[config.mk]
export PLATFORM = sky130hd
export DESIGN_NAME = j202_wb_ctrl_regs_flat
export DESIGN_NICKNAME = d
export VERILOG_FILES = /design/src/rtl/j202_wb_ctrl_regs_pkg.sv /design/src/rtl/j202_wb_ctrl_regs_if.sv /design/src/rtl/j202_wb_ctrl_regs_rst_seq.sv /design/src/rtl/j202_wb_ctrl_regs.sv /design/src/flat_wrapper.sv
export SDC_FILE = /design/constraint.sdc
export NUM_CORES = 1
export LEC_CHECK = 0
export BUFFER_PORTS_ARGS = -buffer_cell sky130_fd_sc_hd__buf_2
export CAP_MARGIN = 25
export CORE_ASPECT_RATIO = 0.9
export CORE_MARGIN = 2
export CORE_UTILIZATION = 45
export CTS_CLUSTER_DIAMETER = 60
export DETAILED_ROUTE_END_ITERATION = 8
export PLACE_DENSITY_LB_ADDON = 0.1
export SETUP_SLACK_MARGIN = 0.4
export SLEW_MARGIN = 20
export SYNTH_ARGS = -nofsm -noshare
export SYNTH_HDL_FRONTEND = slang
export SYNTH_HIERARCHICAL = 1
export SYNTH_SLANG_ARGS = --single-unit
[constraint.sdc]
create_clock -name clk -period 4.05 [get_ports clk]
set_input_delay 0.6075 -clock clk [delete_from_list [all_inputs] [get_ports clk]]
set_output_delay 0.6075 -clock clk [all_outputs]
set_load 0.1 [all_outputs]
[src/rtl/j202_wb_ctrl_regs_pkg.sv]
// Shared constants for the j202 control/status register bank: register offsets,
// reset-sequencer state encoding and the byte-lane write merge.
package j202_ctrl_regs_pkg;

  localparam int unsigned WIN_BYTES = 64;
  localparam int unsigned WIN_AW    = $clog2(WIN_BYTES);

  localparam logic [WIN_AW-1:0] OFF_CTRL     = 6'h00;
  localparam logic [WIN_AW-1:0] OFF_STATUS   = 6'h04;
  localparam logic [WIN_AW-1:0] OFF_IRQ_STAT = 6'h08;
  localparam logic [WIN_AW-1:0] OFF_IRQ_EN   = 6'h0C;
  localparam logic [WIN_AW-1:0] OFF_SCRATCH0 = 6'h10;

  typedef enum logic [1:0] {
    ST_HOLD  = 2'd0,
    ST_COUNT = 2'd1,
    ST_RUN   = 2'd2
  } rst_state_e;

  function automatic logic [31:0] byte_merge(input logic [31:0] old_v,
                                             input logic [31:0] new_v,
                                             input logic [3:0]  sel);
    logic [31:0] r;
    r = old_v;
    for (int b = 0; b < 4; b++) begin
      if (sel[b]) r[b*8 +: 8] = new_v[b*8 +: 8];
    end
    return r;
  endfunction

endpackage

[src/rtl/j202_wb_ctrl_regs_if.sv]
// Wishbone slave-side bundle between the Caravel WB port and the j202 register bank.
interface j202_wb_if;
  logic        wbs_stb_i;
  logic        wbs_cyc_i;
  logic        wbs_we_i;
  logic [3:0]  wbs_sel_i;
  logic [31:0] wbs_adr_i;
  logic [31:0] wbs_dat_i;
  logic        wbs_ack_o;
  logic [31:0] wbs_dat_o;

  modport master (
    output wbs_stb_i, wbs_cyc_i, wbs_we_i, wbs_sel_i, wbs_adr_i, wbs_dat_i,
    input  wbs_ack_o, wbs_dat_o
  );

  modport slave (
    input  wbs_stb_i, wbs_cyc_i, wbs_we_i, wbs_sel_i, wbs_adr_i, wbs_dat_i,
    output wbs_ack_o, wbs_dat_o
  );
endinterface

[src/rtl/j202_wb_ctrl_regs_rst_seq.sv]
// j202 core reset sequencer: HOLD until run is requested, then keep the core in
// reset for RST_HOLD cycles before releasing it.
module j202_rst_seq
  import j202_ctrl_regs_pkg::*;
#(
  parameter int unsigned RST_HOLD = 16
) (
  input  logic clk,
  input  logic rst_n,
  input  logic run_req,
  output logic core_rst_n
);

  localparam logic [7:0] CNT_LAST = 8'(RST_HOLD - 1);

  rst_state_e state_q, state_d;
  logic [7:0] cnt_q, cnt_d;
  logic       core_rst_n_q, core_rst_n_d;

  always_comb begin
    state_d = state_q;
    cnt_d   = cnt_q;
    if (!run_req) begin
      state_d = ST_HOLD;
      cnt_d   = '0;
    end else begin
      case (state_q)
        ST_HOLD: begin
          state_d = ST_COUNT;
          cnt_d   = '0;
        end
        ST_COUNT: begin
          if (cnt_q == CNT_LAST) begin
            state_d = ST_RUN;
            cnt_d   = '0;
          end else begin
            cnt_d = cnt_q + 8'd1;
          end
        end
        ST_RUN:  state_d = ST_RUN;
        default: state_d = ST_HOLD;
      endcase
    end
    // Output follows the next state so release lands on the same edge RUN is entered.
    core_rst_n_d = (state_d == ST_RUN);
  end

  always_ff @(posedge clk or negedge rst_n) begin
    if (!rst_n) begin
      state_q      <= ST_HOLD;
      cnt_q        <= '0;
      core_rst_n_q <= 1'b0;
    end else begin
      state_q      <= state_d;
      cnt_q        <= cnt_d;
      core_rst_n_q <= core_rst_n_d;
    end
  end

  assign core_rst_n = core_rst_n_q;

endmodule

[src/rtl/j202_wb_ctrl_regs.sv]
// Wishbone control/status register bank for the j202 user area.
// Optional interrupt block (IRQ_STAT/IRQ_EN/irq_o) enabled by J202_CTRL_IRQ_EN.
module j202_wb_ctrl_regs
  import j202_ctrl_regs_pkg::*;
#(
  parameter logic [31:0] BASE_ADDR   = 32'h3000_0000,
  parameter int unsigned NUM_SCRATCH = 4,
  parameter int unsigned STATUS_W    = 8,
  parameter int unsigned IRQ_W       = 4,
  parameter int unsigned RST_HOLD    = 16
) (
  input  logic                clk,
  input  logic                rst_n,
  j202_wb_if.slave            wb,
  input  logic [STATUS_W-1:0] status_i,
  input  logic [IRQ_W-1:0]    irq_src_i,
  output logic                core_rst_n_o,
  output logic [30:0]         ctrl_o,
  output logic                irq_o
);

  logic              ack_q, ack_d;
  logic [31:0]       dat_q, dat_d;
  logic [31:0]       ctrl_q, ctrl_d;
  logic [STATUS_W-1:0] status_meta_q, status_meta_d;
  logic [STATUS_W-1:0] status_sync_q, status_sync_d;
  logic [WIN_AW-1:0] off;
  logic              hit, access, wr;
  logic [31:0]       rdata;
  logic [NUM_SCRATCH-1:0][31:0] scratch_rd;

  assign off = wb.wbs_adr_i[WIN_AW-1:0];
  assign hit = wb.wbs_cyc_i & wb.wbs_stb_i &
               (wb.wbs_adr_i[31:WIN_AW] == BASE_ADDR[31:WIN_AW]);
  // One access per ack: the cycle after an ack is always idle, even if stb stays high.
  assign access = hit & ~ack_q;
  assign wr     = access & wb.wbs_we_i;

  genvar gi;
  generate
    for (gi = 0; gi < NUM_SCRATCH; gi++) begin : g_scr
      localparam logic [WIN_AW-1:0] OFF_K = WIN_AW'(OFF_SCRATCH0 + 4 * gi);
      logic [31:0] scr_q, scr_d;

      always_comb begin
        scr_d = scr_q;
        if (wr && off == OFF_K) scr_d = byte_merge(scr_q, wb.wbs_dat_i, wb.wbs_sel_i);
      end

      always_ff @(posedge clk or negedge rst_n) begin
        if (!rst_n) scr_q <= '0;
        else        scr_q <= scr_d;
      end

      assign scratch_rd[gi] = scr_q;
    end
  endgenerate

`ifdef J202_CTRL_IRQ_EN
  logic [IRQ_W-1:0] irq_prev_q, irq_prev_d;
  logic [IRQ_W-1:0] irq_stat_q, irq_stat_d;
  logic [IRQ_W-1:0] irq_en_q, irq_en_d;
  logic             irq_q, irq_d;
  logic [31:0]      w1c_word, en_word;

  always_comb begin
    w1c_word   = byte_merge(32'h0, wb.wbs_dat_i, wb.wbs_sel_i);
    en_word    = byte_merge(32'(irq_en_q), wb.wbs_dat_i, wb.wbs_sel_i);
    irq_prev_d = irq_src_i;
    irq_stat_d = irq_stat_q;
    if (wr && off == OFF_IRQ_STAT) irq_stat_d = irq_stat_q & ~w1c_word[IRQ_W-1:0];
    // New edges are ORed in after the clear so a coincident edge survives the W1C.
    irq_stat_d = irq_stat_d | (irq_src_i & ~irq_prev_q);
    irq_en_d   = irq_en_q;
    if (wr && off == OFF_IRQ_EN) irq_en_d = en_word[IRQ_W-1:0];
    irq_d      = |(irq_stat_q & irq_en_q);
  end

  always_ff @(posedge clk or negedge rst_n) begin
    if (!rst_n) begin
      irq_prev_q <= '0;
      irq_stat_q <= '0;
      irq_en_q   <= '0;
      irq_q      <= 1'b0;
    end else begin
      irq_prev_q <= irq_prev_d;
      irq_stat_q <= irq_stat_d;
      irq_en_q   <= irq_en_d;
      irq_q      <= irq_d;
    end
  end

  assign irq_o = irq_q;
`else
  logic unused_irq_src;
  assign unused_irq_src = ^irq_src_i;
  assign irq_o          = 1'b0;
`endif

  always_comb begin
    rdata = '0;
    case (off)
      OFF_CTRL:     rdata = ctrl_q;
      OFF_STATUS:   rdata = 32'(status_sync_q);
`ifdef J202_CTRL_IRQ_EN
      OFF_IRQ_STAT: rdata = 32'(irq_stat_q);
      OFF_IRQ_EN:   rdata = 32'(irq_en_q);
`endif
      default: begin
        for (int k = 0; k < NUM_SCRATCH; k++) begin
          if (off == WIN_AW'(OFF_SCRATCH0 + 4 * k)) rdata = scratch_rd[k];
        end
      end
    endcase
  end

  always_comb begin
    ack_d         = access;
    dat_d         = access ? rdata : dat_q;
    ctrl_d        = ctrl_q;
    if (wr && off == OFF_CTRL) ctrl_d = byte_merge(ctrl_q, wb.wbs_dat_i, wb.wbs_sel_i);
    status_meta_d = status_i;
    status_sync_d = status_meta_q;
  end

  always_ff @(posedge clk or negedge rst_n) begin
    if (!rst_n) begin
      ack_q         <= 1'b0;
      dat_q         <= '0;
      ctrl_q        <= '0;
      status_meta_q <= '0;
      status_sync_q <= '0;
    end else begin
      ack_q         <= ack_d;
      dat_q         <= dat_d;
      ctrl_q        <= ctrl_d;
      status_meta_q <= status_meta_d;
      status_sync_q <= status_sync_d;
    end
  end

  j202_rst_seq #(.RST_HOLD(RST_HOLD)) u_rst_seq (
    .clk        (clk),
    .rst_n      (rst_n),
    .run_req    (ctrl_q[0]),
    .core_rst_n (core_rst_n_o)
  );

  assign wb.wbs_ack_o = ack_q;
  assign wb.wbs_dat_o = dat_q;
  assign ctrl_o       = ctrl_q[31:1];

endmodule
[src/flat_wrapper.sv]
// flat-port wrapper written by rule: the top's interface ports become plain ports
module j202_wb_ctrl_regs_flat import j202_ctrl_regs_pkg::*;
#(
  parameter logic [31:0] BASE_ADDR   = 32'h3000_0000,
  parameter int unsigned NUM_SCRATCH = 4,
  parameter int unsigned STATUS_W    = 8,
  parameter int unsigned IRQ_W       = 4,
  parameter int unsigned RST_HOLD    = 16
)
  (clk, rst_n, status_i, irq_src_i, core_rst_n_o, ctrl_o, irq_o, wb_wbs_stb_i, wb_wbs_cyc_i, wb_wbs_we_i, wb_wbs_sel_i, wb_wbs_adr_i, wb_wbs_dat_i, wb_wbs_ack_o, wb_wbs_dat_o);
  j202_wb_if wb_i ();
  input  logic clk;
  input  logic rst_n;
  input  logic [STATUS_W-1:0] status_i;
  input  logic [IRQ_W-1:0] irq_src_i;
  output logic core_rst_n_o;
  output logic [30:0] ctrl_o;
  output logic irq_o;
  input wire logic [$bits(wb_i.wbs_stb_i)-1:0] wb_wbs_stb_i;
  input wire logic [$bits(wb_i.wbs_cyc_i)-1:0] wb_wbs_cyc_i;
  input wire logic [$bits(wb_i.wbs_we_i)-1:0] wb_wbs_we_i;
  input wire logic [$bits(wb_i.wbs_sel_i)-1:0] wb_wbs_sel_i;
  input wire logic [$bits(wb_i.wbs_adr_i)-1:0] wb_wbs_adr_i;
  input wire logic [$bits(wb_i.wbs_dat_i)-1:0] wb_wbs_dat_i;
  output wire logic [$bits(wb_i.wbs_ack_o)-1:0] wb_wbs_ack_o;
  output wire logic [$bits(wb_i.wbs_dat_o)-1:0] wb_wbs_dat_o;
  assign wb_i.wbs_stb_i = wb_wbs_stb_i;
  assign wb_i.wbs_cyc_i = wb_wbs_cyc_i;
  assign wb_i.wbs_we_i = wb_wbs_we_i;
  assign wb_i.wbs_sel_i = wb_wbs_sel_i;
  assign wb_i.wbs_adr_i = wb_wbs_adr_i;
  assign wb_i.wbs_dat_i = wb_wbs_dat_i;
  assign wb_wbs_ack_o = wb_i.wbs_ack_o;
  assign wb_wbs_dat_o = wb_i.wbs_dat_o;
  j202_wb_ctrl_regs #(.BASE_ADDR(BASE_ADDR), .NUM_SCRATCH(NUM_SCRATCH), .STATUS_W(STATUS_W), .IRQ_W(IRQ_W), .RST_HOLD(RST_HOLD)) u_core (.clk(clk), .rst_n(rst_n), .wb(wb_i), .status_i(status_i), .irq_src_i(irq_src_i), .core_rst_n_o(core_rst_n_o), .ctrl_o(ctrl_o), .irq_o(irq_o));
endmodule
# Word-level counts from Yosys, hierarchy flattened
# Cells that the tools add are included.
dict set report classes {
  n_addsub 1
  n_eq_ne 11
  muxes 11
  n_bitwise 5
  reduce_logical 27
}
# op n
set ops {}
lappend ops {{32-bit 2-to-1 mux} 4}
lappend ops {{32-bit one-hot mux with 2 select lines} 1}
lappend ops {{2-bit AND reduction} 20}
lappend ops {{26-bit by 24-bit equality test with 1-bit output, second input constant} 1}
lappend ops {{6-bit by 5-bit equality test with 1-bit output, second input constant} 4}
lappend ops {{8-bit 2-to-1 mux} 2}
lappend ops {{8-bit one-hot mux with 2 select lines} 1}
lappend ops {{8-bit by 1-bit adder with 8-bit output, second input constant} 1}
lappend ops {{8-bit by 4-bit equality test with 1-bit output, second input constant} 1}
lappend ops {{6-bit by 3-bit equality test with 1-bit output, second input constant} 1}
lappend ops {{6-bit zero test} 1}
lappend ops {{2-bit one-hot mux with 3 select lines} 1}
lappend ops {{1-bit logical AND} 5}
lappend ops {{1-bit AND} 4}
lappend ops {{2-bit equality test, second input constant} 2}
lappend ops {{2-bit 2-to-1 mux} 2}
lappend ops {{3-bit != test, second input constant} 1}
lappend ops {{2-bit by 1-bit equality test with 1-bit output, second input constant} 1}
lappend ops {{2-bit zero test} 1}
lappend ops {{1-bit NOT} 1}
dict set report totals {
  reg_bits 220
  in_bits 85
  out_inout_bits 66
  word_cells 82
}

# Longest topological paths before layout
dict set report logic_depth {
  word_depth 6
  mapped_depth 7
  mapped_depth_nobuf 5
}

# Cells and area by module
# The synthesis kept the hierarchy.
# module instances cells_each area_each_um2 seq_area_each_um2
set by_module_without_submodules {}
lappend by_module_without_submodules {j202_wb_ctrl_regs 1 668 9502.9 5230.0}
lappend by_module_without_submodules {j202_rst_seq 1 51 585.6 275.3}

# Least setup slack after synthesis
# Ideal clock, no wire load.
dict set report synth_path {
  path_kind {flip-flop to flip-flop}
  from {register u_core.ack_q, in the netlist u_core/wb.wbs_ack_o}
  to {register u_core.dat_q[14], in the netlist u_core/wb.wbs_dat_o[14]}
  setup_ns 0.125
  arrival_time_ns 2.503
  t_required_ns 3.925
  path_slack_ns 1.422
  path_stages_with_launch 7
  n_path_buf 2
  synth_period_minus_slack_ns 2.628
  cell_sequence {dfrtp_1 > nor4_1 > nand4_1 > buf_2 > nor2_1 > buf_2 > mux2_2}
}
dict set report synth_between {
  elab_chain_cells 2
}
# element line
set synth_rtl {}
lappend synth_rtl {{start: declaration} j202_wb_ctrl_regs.sv:22} ;# logic ack_q, ack_d;
lappend synth_rtl {{start signal: assignment} j202_wb_ctrl_regs.sv:134} ;# ack_q <= ack_d;
lappend synth_rtl {{1-bit NOT} j202_wb_ctrl_regs.sv:36} ;# assign access = hit & ~ack_q;
lappend synth_rtl {{1-bit AND} j202_wb_ctrl_regs.sv:36}
lappend synth_rtl {{end signal: assignment} j202_wb_ctrl_regs.sv:135} ;# dat_q <= dat_d;
lappend synth_rtl {{end: declaration} j202_wb_ctrl_regs.sv:23} ;# logic [31:0] dat_q, dat_d;
# Every way passes these cells.
# A chain may end at the register's enable or synchronous reset.

# Worst setup path after layout
dict set report layout_path {
  from {input port wb_wbs_adr_i[5]}
  to {register u_core.g_scr[3].scr_q[1]}
}
dict set report layout_between {
  elab_chain_cells 3
}
# element line
set layout_rtl {}
lappend layout_rtl {{start: declaration} flat_wrapper.sv:23} ;# input wire logic [$bits(wb_i.wbs_adr_i)-1:0] wb_wbs_adr_i;
lappend layout_rtl {{6-bit by 5-bit equality test with 1-bit output} j202_wb_ctrl_regs.sv:47} ;# if (wr && off == OFF_K) scr_d = byte_merge(scr_q, wb.wbs_dat_i, wb.wbs_sel_i);
lappend layout_rtl {{1-bit logical AND} j202_wb_ctrl_regs.sv:47}
lappend layout_rtl {{2-bit AND reduction (no line)} n/a}
lappend layout_rtl {{end signal: assignment} j202_wb_ctrl_regs.sv:52} ;# else scr_q <= scr_d;
lappend layout_rtl {{end: declaration} j202_wb_ctrl_regs.sv:43} ;# logic [31:0] scr_q, scr_d;
# Every way passes these cells.

==> flow_summary.toml <==
[setup_path]
crit_type = "in -> reg"
ff2ff_setup_slack_ns = 1.43
critPathLaunchType = "input pin"
cp_cell_sequence = "buf_2 -> nor4b_4 -> nand3_1 -> nor4_4 -> mux2_2"
critical-path-top-delay-family = "simple AND/OR/NAND/NOR gates"
critical_path_buf_inv_count = 1
r2r_cells = 5
crit_fanout = 8
cp_slowest_cell = "nor4_4"
max_stage_delay_ns = 0.74
crit_path_end_kind = "register"
timing.rr.end = "u_core/ctrl_q[8]$_DFFE_PN0P_"
rr_startpoint = "u_core/wb.wbs_ack_o$_DFF_PN0_"
cp.arrival_ns = 3.19
required_ns = 4.44

[global_routing]
grtUsageTotal_pct = 21.3
grt_pass1_wl_mm = 39.6
grt_max_degree = 92
grt-ovfl-total = 0
antenna_found_initial = 0
grt_pass1_vias = 7081

[pwr]
p_sw_share_pct = 22.2
comb_power_share_pct = 3.9
clock_power_share_pct = 48.4
netSwitchingPower_uw = 1030
vdd_ir_drop_max_mv = 0.226
p_per_area_nw_per_um2 = 394
p_int_uw = 3600
power_frac_seq_pct = 47.7
leakagePower_uw = 0.00584

[routing]
drtPass1Iterations = 4
ant_nets = 0
wl_mm = 24.9
vias_per_cell = 5.63
num_vias = 6472
post_drt_wl_per_cell_um = 21.6
drt_iter0_drc = 340
drc = 0

[die]
die_y_um = 146
rows = 51
die_area_um2 = 23600
initial_core_util_pct = 46.2
fp.dieW_um = 162
coreArea_um2 = 21800
ios = 151

[cells_and_area]
drive_above_1_share_pct = 49.5
syn_to_final_growth_pct = 16.5
n_fill_cell = 1853
num_antenna_cells = 0
layout.nets = 924
fin_cells = 1149
stdcell_area_um2 = 11800

[clock_tree]
clk_path_buf_depth = 3
clkTransAtPathRegs_ns = 0.06
clock_latency_ns = 0.52
cts_root_buffer = "clkbuf_16"
cts_tree = "done"
hold_buffers = 0
htreeDepth = 1
cts_sinks = 220
cts_setup_buffers = 0
numCtsBuffers = 26
cts-resized-gates = 0

[timing]
worst_slew_pin_slew_ns = 0.902
min_period_ns = 2.80
whs_ns = 0.168
rsz0062_at_grt = "no"
finalSetupTns_ns = 0
setup_viol = 0
maxSlewViolCount = 0
finalHoldViolCount = 0
maxClockFrequency_mhz = 357
max_slew_margin_pct = 39.9
post-route-period-util_pct = 69.1
final.setup_skew_ns = 0.0157

[synthesis]
mappedNetlistArea_um2 = 10100
async_reset_ff_share_pct = 100
synth.ff_latch_count = 220
synth.avg_cell_area_um2 = 14.0
synth-main-ff-cell = "dfrtp_1"
synth_enable_flop_cells = 0
synthesis.nets = 805
syn_inst = 719
yosys_warnings = 6
ys_types = 46
seq_area_frac_synth_pct = 54.6

[placed_design]
hpwl_mm = 16.4
port_buffers = 145
dp_cells = 1101
place_area_um2 = 10900
place_congestion = 0.808

[flow_run]
drv_cap = 0

[outcome]
status = "finished, final reports clean"

[worst_hold_path]
holdCritPathClass = "in -> async"
## power by group through the flow
| stage | Sequential (uW) | Clock (uW) | Combinational, uW |
|---|---|---|---|
| global placement | 2250 | 0 | 178 |
| floorplan | 2250 | 0 | 58.0 |
| CTS | 2210 | 2310 | 185 |
| detailed placement | 2250 | 0 | 185 |
| finish | 2210 | 2240 | 182 |
| global route | 2210 | 2410 | 202 |
## registers in the layout, indices dropped and copies added, names as in the netlist
register and count:
u_core/status_meta_q 8, u_core/ctrl_q 32, u_core/wb.wbs_ack_o 1, u_core/status_sync_q 8, u_core/wb.wbs_dat_o 32, u_core/u_rst_seq/state_q 2, u_core/u_rst_seq/core_rst_n 1, u_core/u_rst_seq/cnt_q 8
u_core/g_scr.scr_q 128
## logic make-up (layout without fill, tap and decap cells)
group | count (synthesis) | in the layout | synth area share, %
flip-flops | 220 | 220 | 54.6
multiplexers | 198 | 198 | 24.1
AO/OA/AOI/OAI | 92 | 92 | 6.41
other | 1 | 1 | 0.0372
buffers and inverters | 83 | 222 | 4.55
XOR/XNOR | 4 | 4 | 0.347
AND/OR/NAND/NOR | 120 | 120 | 9.85
adder cells (fa/ha/maj) | 1 | 1 | 0.124
## per-layer routing
| layer | vias up | GRT usage [%] | part of all wire, % |
|---|---|---|---|
| li1 | 2892 | - | - |
| met1 | 3363 | 30.9 | 46 |
| met2 | 181 | 33.6 | 46 |
| met3 | 36 | 3.78 | 5.6 |
| met4 | 0 | 5.27 | 2.2 |
| met5 | - | 0 | 0 |
## cell usage after synthesis, drive strengths merged, types with 15 or more instances
library cell / n / area, um2
a22o: 19 / 166
inv: 15 / 56.3
nor2: 22 / 82.6
dfrtp: 220 / 5510
buf: 47 / 324
a31oi: 15 / 93.8
a21oi: 29 / 145
mux2: 180 / 2030
nor3: 29 / 145
mux4: 18 / 405
clkbuf: 21 / 78.8
nor4: 26 / 478
## cells in the final DEF, fill, tap and decap left out, types with 3 or more instances in the layout
master,synthesis,routed
dfrtp_1,220,220
a21oi_1,29,29
inv_1,15,15
nor2_1,22,21
nand4_1,4,4
nor3_1,29,28
clkbuf_8,0,4
o221ai_1,14,14
nand3b_1,3,3
a22o_1,19,19
clkbuf_1,21,8
a31oi_1,15,15
mux4_2,18,18
mux2_1,3,3
buf_4,32,13
nor4_4,21,21
nor4_1,5,5
clkinv_2,0,6
mux2_2,177,177
clkbuf_16,0,27
nand2_1,14,14
buf_2,10,144
a22oi_1,9,9
## metrics by stage
step | worst slack, ns | power [uW] | util, %
after detailed placement | 0.735 | 2430 | 50.1
after global routing | 1.12 | 4820 | 53.9
after floorplan | 1.42 | 2310 | -
after CTS | 1.22 | 4700 | 53.9
after global placement | 0.783 | 2430 | 50.1
final | 1.25 | 4630 | 53.9
## worst max path at each step
| stage | startpoint | endpoint | cells after the start |
|---|---|---|---|
| after floorplan | u_core/wb.wbs_ack_o$_DFF_PN0_ | u_core/wb.wbs_dat_o[14]$_DFFE_PN0P_ | 6 |
| after global placement | wb_wbs_adr_i[2] | u_core/g_scr[0].scr_q[28]$_DFFE_PN0P_ | 5 |
| after detailed placement | wb_wbs_adr_i[5] | u_core/g_scr[3].scr_q[7]$_DFFE_PN0P_ | 5 |
| after CTS | wb_wbs_adr_i[5] | u_core/g_scr[3].scr_q[1]$_DFFE_PN0P_ | 5 |
| after global routing | wb_wbs_adr_i[5] | u_core/g_scr[3].scr_q[16]$_DFFE_PN0P_ | 5 |
| final | wb_wbs_adr_i[5] | u_core/g_scr[3].scr_q[1]$_DFFE_PN0P_ | 5 |
## final cells by class
class | count | area (um2) | area share [%]
well taps | 291 | 364 | 3.10
flip-flops and latches | 220 | 5510 | 46.8
clock buffers | 38 | 747 | 6.35
inverters | 15 | 56.3 | 0.479
clock inverters | 10 | 86.3 | 0.734
multi-input cells | 416 | 4150 | 35.3
repair buffers | 159 | 852 | 7.25
(Power assumes the default switching activity.)
